===== src/rtl/dpram_fifo_ctrl.sv =====
// dpram_fifo_ctrl
//   Show-ahead (first-word-fall-through) FIFO controller wrapped around an
//   external dual-port RAM that has a one-cycle registered read. A two-entry
//   skid buffer in front of the RAM hides the read latency so the head word
//   is always presented combinationally on dout and one word per clock can
//   be popped.
//
// Ports
//   clk        : single clock, everything on its rising edge
//   reset_n    : synchronous, active-low reset
//   push, din  : write request and data; push is ignored while full=1
//   full       : total occupancy equals DEPTH+2
//   pop        : consume the head word; ignored while valid=0
//   dout       : head word, meaningful while valid=1
//   valid      : a head word is present
//   count      : total occupancy (RAM + read in flight + skid buffer)
//   ram_waddr  : RAM write address (write pointer)
//   ram_din    : RAM write data (din passed straight through)
//   ram_we     : RAM write enable (accepted push)
//   ram_raddr  : RAM read address (read pointer, driven every cycle)
//   ram_dout   : RAM read data, valid one clock after a read is issued

module dpram_fifo_ctrl #(
  parameter int ADDR_WIDTH = 5,
  parameter int DATA_WIDTH = 32
) (
  input  logic                  clk,
  input  logic                  reset_n,
  input  logic                  push,
  input  logic [DATA_WIDTH-1:0] din,
  output logic                  full,
  input  logic                  pop,
  output logic [DATA_WIDTH-1:0] dout,
  output logic                  valid,
  output logic [ADDR_WIDTH+1:0] count,
  output logic [ADDR_WIDTH-1:0] ram_waddr,
  output logic [DATA_WIDTH-1:0] ram_din,
  output logic                  ram_we,
  output logic [ADDR_WIDTH-1:0] ram_raddr,
  input  logic [DATA_WIDTH-1:0] ram_dout
);

  localparam int DEPTH = 2 ** ADDR_WIDTH;
  localparam logic [ADDR_WIDTH+1:0] FULL_COUNT = (ADDR_WIDTH + 2)'(DEPTH + 2);

  // Registered state
  logic [ADDR_WIDTH-1:0] wr_ptr_reg, wr_ptr_next;
  logic [ADDR_WIDTH-1:0] rd_ptr_reg, rd_ptr_next;
  logic [ADDR_WIDTH:0]   mem_cnt_reg, mem_cnt_next;
  logic                  rd_inflight_reg, rd_inflight_next;
  logic [1:0]            skid_cnt_reg, skid_cnt_next;
  logic [DATA_WIDTH-1:0] skid_data_reg  [0:1];
  logic [DATA_WIDTH-1:0] skid_data_next [0:1];

  // Handshake decode
  logic       wr_en;
  logic       rd_en;
  logic       pop_acc;
  logic [2:0] buf_occ_after_pop;
  logic [1:0] skid_cnt_after_pop;

  assign count = {1'b0, mem_cnt_reg}
               + (ADDR_WIDTH + 2)'(rd_inflight_reg)
               + (ADDR_WIDTH + 2)'(skid_cnt_reg);
  assign full  = (count == FULL_COUNT);
  assign valid = (skid_cnt_reg != 2'd0);
  assign dout  = skid_data_reg[0];

  assign pop_acc = pop & valid;
  // A reset cycle accepts nothing, so the RAM is never written while reset_n=0.
  assign wr_en   = push & ~full & reset_n;

  // Words already owned by the output side (skid + the read in flight) once
  // this cycle's pop is applied. A new read is only issued if its result is
  // guaranteed a skid slot when it lands next cycle.
  assign buf_occ_after_pop = {1'b0, skid_cnt_reg} + {2'b00, rd_inflight_reg}
                           - {2'b00, pop_acc};
  // mem_cnt_reg is the registered value, so a word becomes readable no
  // earlier than the cycle after its write; the read and write addresses of
  // live data therefore never collide in the same cycle.
  assign rd_en = (mem_cnt_reg != '0) && (buf_occ_after_pop < 3'd2);

  assign skid_cnt_after_pop = skid_cnt_reg - {1'b0, pop_acc};

  assign ram_waddr = wr_ptr_reg;
  assign ram_din   = din;
  assign ram_we    = wr_en;
  assign ram_raddr = rd_ptr_reg;

  // Pointer and occupancy bookkeeping; pointers wrap modulo DEPTH.
  always_comb begin
    wr_ptr_next      = wr_ptr_reg + ADDR_WIDTH'(wr_en);
    rd_ptr_next      = rd_ptr_reg + ADDR_WIDTH'(rd_en);
    mem_cnt_next     = mem_cnt_reg + (ADDR_WIDTH + 1)'(wr_en)
                                   - (ADDR_WIDTH + 1)'(rd_en);
    rd_inflight_next = rd_en;
    skid_cnt_next    = skid_cnt_after_pop + {1'b0, rd_inflight_reg};
  end

  // Skid buffer: slot 0 is the head. A pop shifts slot 1 forward first, then
  // a returning RAM word lands in the first free slot behind the new head.
  always_comb begin
    for (int i = 0; i < 2; i++) begin
      skid_data_next[i] = skid_data_reg[i];
    end
    if (pop_acc) begin
      skid_data_next[0] = skid_data_reg[1];
    end
    for (int i = 0; i < 2; i++) begin
      if (rd_inflight_reg && (skid_cnt_after_pop == 2'(i))) begin
        skid_data_next[i] = ram_dout;
      end
    end
  end

  // Reset clears rd_inflight too, so the RAM word returned in the cycle
  // after reset is never captured.
  always_ff @(posedge clk) begin
    if (!reset_n) begin
      wr_ptr_reg       <= '0;
      rd_ptr_reg       <= '0;
      mem_cnt_reg      <= '0;
      rd_inflight_reg  <= 1'b0;
      skid_cnt_reg     <= 2'd0;
      skid_data_reg[0] <= '0;
      skid_data_reg[1] <= '0;
    end else begin
      wr_ptr_reg       <= wr_ptr_next;
      rd_ptr_reg       <= rd_ptr_next;
      mem_cnt_reg      <= mem_cnt_next;
      rd_inflight_reg  <= rd_inflight_next;
      skid_cnt_reg     <= skid_cnt_next;
      skid_data_reg[0] <= skid_data_next[0];
      skid_data_reg[1] <= skid_data_next[1];
    end
  end

endmodule


===== config.mk =====
export PLATFORM = sky130hd
export DESIGN_NAME = dpram_fifo_ctrl
export DESIGN_NICKNAME = d
export VERILOG_FILES = /design/src/rtl/dpram_fifo_ctrl.sv
export SDC_FILE = /design/constraint.sdc
export NUM_CORES = 1
export LEC_CHECK = 0
export ABC_AREA = 1
export BUFFER_PORTS_ARGS = -buffer_cell sky130_fd_sc_hd__buf_2
export CORE_MARGIN = 1
export CORE_UTILIZATION = 40
export CTS_CLUSTER_DIAMETER = 40
export DETAILED_ROUTE_END_ITERATION = 16
export PLACE_DENSITY = 0.67
export SLEW_MARGIN = 20
export SYNTH_ARGS = -nofsm -noshare
export SYNTH_HDL_FRONTEND = slang
export SYNTH_SLANG_ARGS = --single-unit

===== constraint.sdc =====
create_clock -name clk -period 3.2 [get_ports clk]
set_input_delay 0.48 -clock clk [delete_from_list [all_inputs] [get_ports clk]]
set_output_delay 0.48 -clock clk [all_outputs]
set_load 0.01 [all_outputs]

Word-level counts from Yosys, hierarchy flattened --
Memories as Yosys holds them, arrays and structs flattened. Index checks and enable logic that the tools add are counted.
Storage, ports and cells: register bits 19, RAM bits 64, input port bits 68, output and inout bits 84, word-level logic and storage cells 38, memories 1
Memories:
- skid_data_reg | words 2, bits a word 32, rd ports 2, clocked after Yosys merged registers in 0, wr ports 2, RTL line 52 | logic [DATA_WIDTH-1:0] skid_data_reg [0:1];
Operators by class: add/sub/neg operators 10, magnitude comparators 1, eq/ne operators 2, mux-type cells 7, bitwise gates (word level) 6, reduce and logical (&&, ||, !) cells 6
Operator list (number):
- $mux 32 | 5
- $add 5x1->5 | 2
- $add 6x1->7 | 1
- $add 7x2->7 | 1
- $eq 7x6->1 const B | 1
- $add 6x1->6 | 1
- $reduce_bool 6->1 | 1
- $sub 6x1->6 | 1
- $add 2x1->3 | 1
- $and 1x1->1 | 3
- $logic_and 1x1->1 | 3
- $lt 3x2->1 const B | 1
- $sub 3x1->3 | 1
- $add 2x1->2 | 1
- $eq 2x1->1 const B | 1
- $logic_not 2->1 | 1
- $mux 1 | 2
- $or 1x1->1 | 2
- $reduce_bool 2->1 | 1
- $sub 2x1->2 | 1
- $not 1->1 | 1

Longest topological paths before layout --
word-level depth 8, gate-level depth with buffers 21, depth with buffers taken out 21

Worst setup path before layout --
Ideal clock, no wire load.
path kind flip-flop to flip-flop, start register skid_cnt_reg[1], end register mem_cnt_reg[4], library setup time 0.113 ns, arrival time 3.141 ns, data required time 3.087 ns, slack -0.054 ns, cell stages (with the launch flop) 21, path buffers 0, period minus slack after synthesis 3.254 ns, cell sequence dfxtp_1 inv_2 nand2_2 nand2_2 inv_1 ha_1 inv_1 nand2_1 fa_1 xnor2_1 nand2_1 nor2_1 ha_1 inv_1 ha_1 inv_1 fa_1 o31ai_1 nand2_1 nand2_1 nor2_1
Between the ends: elaborated cells on any way between the ends 13, those cells by class add/sub (5); order compare (1); eq/ne (1); bitwise (4); reduce/logical (2)
RTL lines:
- start: declaration | RTL line 51 | logic [1:0] skid_cnt_reg, skid_cnt_next;
- start signal: assignment | RTL line 132 | skid_cnt_reg <= skid_cnt_next;
- $reduce_bool 2->1 | RTL line 66 | assign valid = (skid_cnt_reg != 2'd0);
- via valid | RTL line 34 | output logic valid,
- $and 1x1->1 | RTL line 69 | assign pop_acc = pop & valid;
- $sub 3x1->3 | RTL line 77 | - {2'b00, pop_acc};
- $lt 3x2->1 | RTL line 81 | assign rd_en = (mem_cnt_reg != '0) && (buf_occ_after_pop < 3'd2);
- $logic_and 1x1->1 | RTL line 81
- via rd_en | RTL line 57 | logic rd_en;
- $sub 6x1->6 | RTL line 95 | - (ADDR_WIDTH + 1)'(rd_en);
- end signal: assignment | RTL line 130 | mem_cnt_reg <= mem_cnt_next;
- end: declaration | RTL line 49 | logic [ADDR_WIDTH:0] mem_cnt_reg, mem_cnt_next;
The timed path passes the listed nets, and every way through them passes these cells. A chain may end at the register's enable or synchronous reset.

Final worst setup path --
start register skid_cnt_reg[1], end register mem_cnt_reg[4]
Between the ends: elaborated cells on any way between the ends 13, those cells by class add/sub (5); order compare (1); eq/ne (1); bitwise (4); reduce/logical (2)
RTL lines (RTL line):
- parallel branches: the longest is 2 deep, another holds $add 2x1->3
- $sub 3x1->3 * | 77
- $lt 3x2->1 * | 81
- $logic_and 1x1->1 * | 81
- via rd_en | 57
- $sub 6x1->6 * | 95
Mark *: on every way through the listed nets, which the timed path passes.

==> flow_summary_export.csv <==
group,metric,value,unit
worst_setup_path,path_cells,"inv_2, nand2_2, nand2_2, inv_2, ha_4, inv_2, nand2_2, fa_2, nand2_1, nor2_2, ha_1, inv_1, ha_2, inv_2, fa_2, o31ai_4, nand2_1, nand2_1, nor2_1",
worst_hold_path,min_path_type,"in -> reg",
flow_run,maxCapViolCount,0,
power,power.switching,0.00179,W
yosys,syn_inst,545,
worst_setup_path,cp_max_fo,2,
yosys,synth-xor-area-share,1.65,%
placed_design,dp_slack,-0.201,ns
timing,maxSlewViolCount,0,
floorplanning,dieArea,11000,um2
worst_setup_path,r2r_slack,0.17,ns
floorplanning,initial_utilization,41.2,%
worst_setup_path,critPathBufInv,5,
cells_and_area,area_growth,8.06,%
worst_setup_path,worst_path_max_delay_cell,"fa_2",
yosys,synthAdderAreaFrac,7.50,%
worst_setup_path,worst_path_largest_cell_delay,0.52,ns
cells_and_area,fillCellCount,1051,
yosys,yosysTopAreaCell,"dfxtp_1",
global_routing,grt_pass1_vias,3197,
timing,min_period,3.03,ns
global_routing,overflow,0,
power,p_per_area,933,nW/um2
yosys,synth-simple-area-share,12.8,%
power,p_total,0.00427,W
placed_design,portBuffers,87,
yosys,synth_top_family_by_area,"buffers and inverters",
worst_setup_path,cp_num_cells,19,
yosys,synth-compound-area-share,18.2,%
global_routing,antenna_found_initial,0,
yosys,synth_commonest_cells,"94 x nand2_1, 83 x dfxtp_1, 70 x a21oi_1",
timing,worst_slew_pin_slew,0.593,ns
yosys,ys_seq_elements,83,
power,seqPwrFrac,33.1,%
worst_setup_path,path_common_cell,"inv_2",
power,intPower,0.00249,W
clocking,cts_made_buffers,9,
worst_setup_path,cp_data_required_time,3.44,ns
floorplanning,die_w,105,um
route,initialDrtViolationCount,168,
yosys,synth_async_sr_flop_share,0,%
route,vias_per_cell,4.78,
yosys,synth.distinct_cells,22,
clocking,clkSinkCount,83,
clocking,clk_path_buf_depth,2,
cells_and_area,design_area,4580,um2
placed_design,placed_area,4340,um2
route,routedWlPerCell,12.0,um
worst_setup_path,arrival,3.27,ns
yosys,yosys_most_used_dff,"dfxtp_1",
placed_design,dpl.hpwl,5.92,mm
floorplanning,ios,152,
power,p_leak,2.19,nW
cells_and_area,layout-drive-gt1-share,24.7,%
global_routing,grt_max_degree,65,
cells_and_area,largest_reg_flops,64,
yosys,synth_most_common_cell,"nand2_1",
timing,skew,0.0123,ns
power,ir_drop,0.496,mV
floorplanning,fp.dieH,105,um
clocking,clock_tree.root_cell,"clkbuf_8",
yosys,syn_area,4240,um2
timing,setup_viol,0,
yosys,synth.area.mux_share,0,%
route,drt_pre_antenna_iters,4,
outcome,status,"completed",
timing,slew_headroom,60.4,%
cells_and_area,stdcell_count,707,
floorplanning,rows,37,
route,drt_wl_total,8.47,mm
yosys,synth_warnings,0,
timing,final-hold-violation-count,0,
global_routing,grt_pass1_wl,14.1,mm
worst_setup_path,reg2reg_to,"mem_cnt_reg[4]",
route,vias,3376,
worst_setup_path,rr_worst_depth,19,
cells_and_area,diodes,0,
worst_hold_path,worstHoldEndpoint,"skid_data_reg[0][39]",
timing,layout_setup_ws,0.170,ns
worst_setup_path,end_kind,"flip-flop",
clocking,htreeDepth,3,
placed_design,routabilityCongestion,0.773,
worst_setup_path,critPathTopFamily,"adder cells",
worst_setup_path,start_kind,"flip-flop",
clocking,cts_tree,"built",
worst_hold_path,min_from,"ram_dout[7]",
worst_setup_path,path_class,"reg -> reg",
worst_hold_path,whs_path_depth,3,
power,pwr-share-comb,51.1,%
timing,setup_tns,0,ns
placed_design,placed_cells,690,
global_routing,track_usage,15.8,%
route,drtAntennaViolNets,0,
timing,fin_crit_sh,94.7,%
yosys,synth_nets,636,
yosys,ys_top_cells_by_area,"dfxtp_1 39%, buf_4 12%, nand2_1 8.3%",
yosys,synth-edff-count,0,
power,clkPwrFrac,15.7,%
timing,rsz0062_at_grt,"yes",
yosys,yosys.area.top_type_share,39.2,%
worst_setup_path,rr_startpoint,"skid_cnt_reg[1]",
timing,fmax,0.330,GHz
yosys,syn_area_per_cell,7.78,um2
clocking,clkTransAtPathRegs,0.08,ns
power,p_sw_share,41.8,%
clocking,clock_latency,0.34,ns
yosys,ys_seq_area_share,39.2,%
route,drc,0,
floorplanning,core-area,10300,um2
cells_and_area,nets,658,
==> placed cells by master, fill, tap and decap left out, types with 2 or more instances in the layout <==
cell      count
o21ai_0      36
clkinv_2      3
nand2_2       4
nand3_1      11
a21oi_1      70
inv_1        61
clkbuf_8     11
fa_2          3
nand2_1      93
inv_2         7
nor3_1        3
dfxtp_2       2
nor2_1       15
o211ai_1     31
nor2_2        2
buf_4        15
dfxtp_1      81
ha_1         17
buf_2        87
nand4_1       3
xnor2_1       4
xor2_1        4
nand3_2       2
==> cells by family (layout without fill, tap and decap cells) <==
logic type | Yosys count | after routing
and+or+nand+nor | 133 | 133
adders and majority gates | 23 | 23
xor gates and xnor gates | 8 | 8
buffers and inverters | 160 | 186
AOI/OAI and AO/OA | 138 | 138
DFF | 83 | 83
==> power groups by stage <==
stage	clock, W	sequential [W]	combinational (W)
floorplan	0	0.00143	0.00163
global placement	0	0.00143	0.00200
CTS	0.000704	0.00142	0.00208
detailed placement	0	0.00144	0.00204
finish	0.000673	0.00142	0.00218
global route	0.000738	0.00145	0.00251
==> worst register-to-register path, delay by kind of cell, from the launching register on <==
family	cells	cell delay (ns)
adder cells (fa/ha/maj)	5	1.54
AND/OR/NAND/NOR	8	0.55
flip-flops	1	0.33
buffers and inverters	5	0.28
AO/OA/AOI/OAI	1	0.24
==> per-stage QoR <==
| stage | utilization [%] | hold WS, ns |
|---|---|---|
| after floorplan | - | 0.424 |
| after global placement | 42.3 | 0.434 |
| after detailed placement | 42.3 | 0.444 |
| after CTS | 44.0 | 0.416 |
| after global routing | 44.6 | 0.421 |
| final | 44.6 | 0.435 |
==> cell type report <==
cell class | count | area [um2] | share of cell area [%]
multi-input cells | 302 | 1750 | 38.1
flip-flops and latches | 83 | 1660 | 36.3
repair buffers | 103 | 568 | 12.4
inverters | 68 | 255 | 5.57
well taps | 136 | 170 | 3.72
clock buffers | 11 | 151 | 3.31
clock inverters | 4 | 23.8 | 0.519
==> layer usage <==
layer | vias to the layer above | wire [um] | global-route usage (%)
met5 | - | 0 | 0
met4 | 0 | 159 | 5.94
met3 | 32 | 528 | 4.49
met2 | 87 | 4070 | 28.2
met1 | 1519 | 3720 | 17.6
li1 | 1738 | - | -
==> worst max path at each step <==
stage	startpoint	endpoint	slack, ns
5_1_grt	skid_cnt_reg[1]	mem_cnt_reg[4]	-0.03
6_report	skid_cnt_reg[1]	mem_cnt_reg[4]	0.17
3_5_place_dp	pop	mem_cnt_reg[4]	-0.20
3_3_place_gp	pop	mem_cnt_reg[4]	-0.09
2_1_floorplan	skid_cnt_reg[1]	mem_cnt_reg[4]	0.01
4_1_cts	skid_cnt_reg[0]	mem_cnt_reg[4]	0.02
==> what timing repair did <==
item / in CTS / in global routing
setup endpoints to repair: 1 / 2
resized for setup: 2 / 13
buffers inserted: 0 / 2
hold buffers: 0 / 0
pin swaps: 1 / 5
Note: power is estimated with default switching activity, not from simulation.
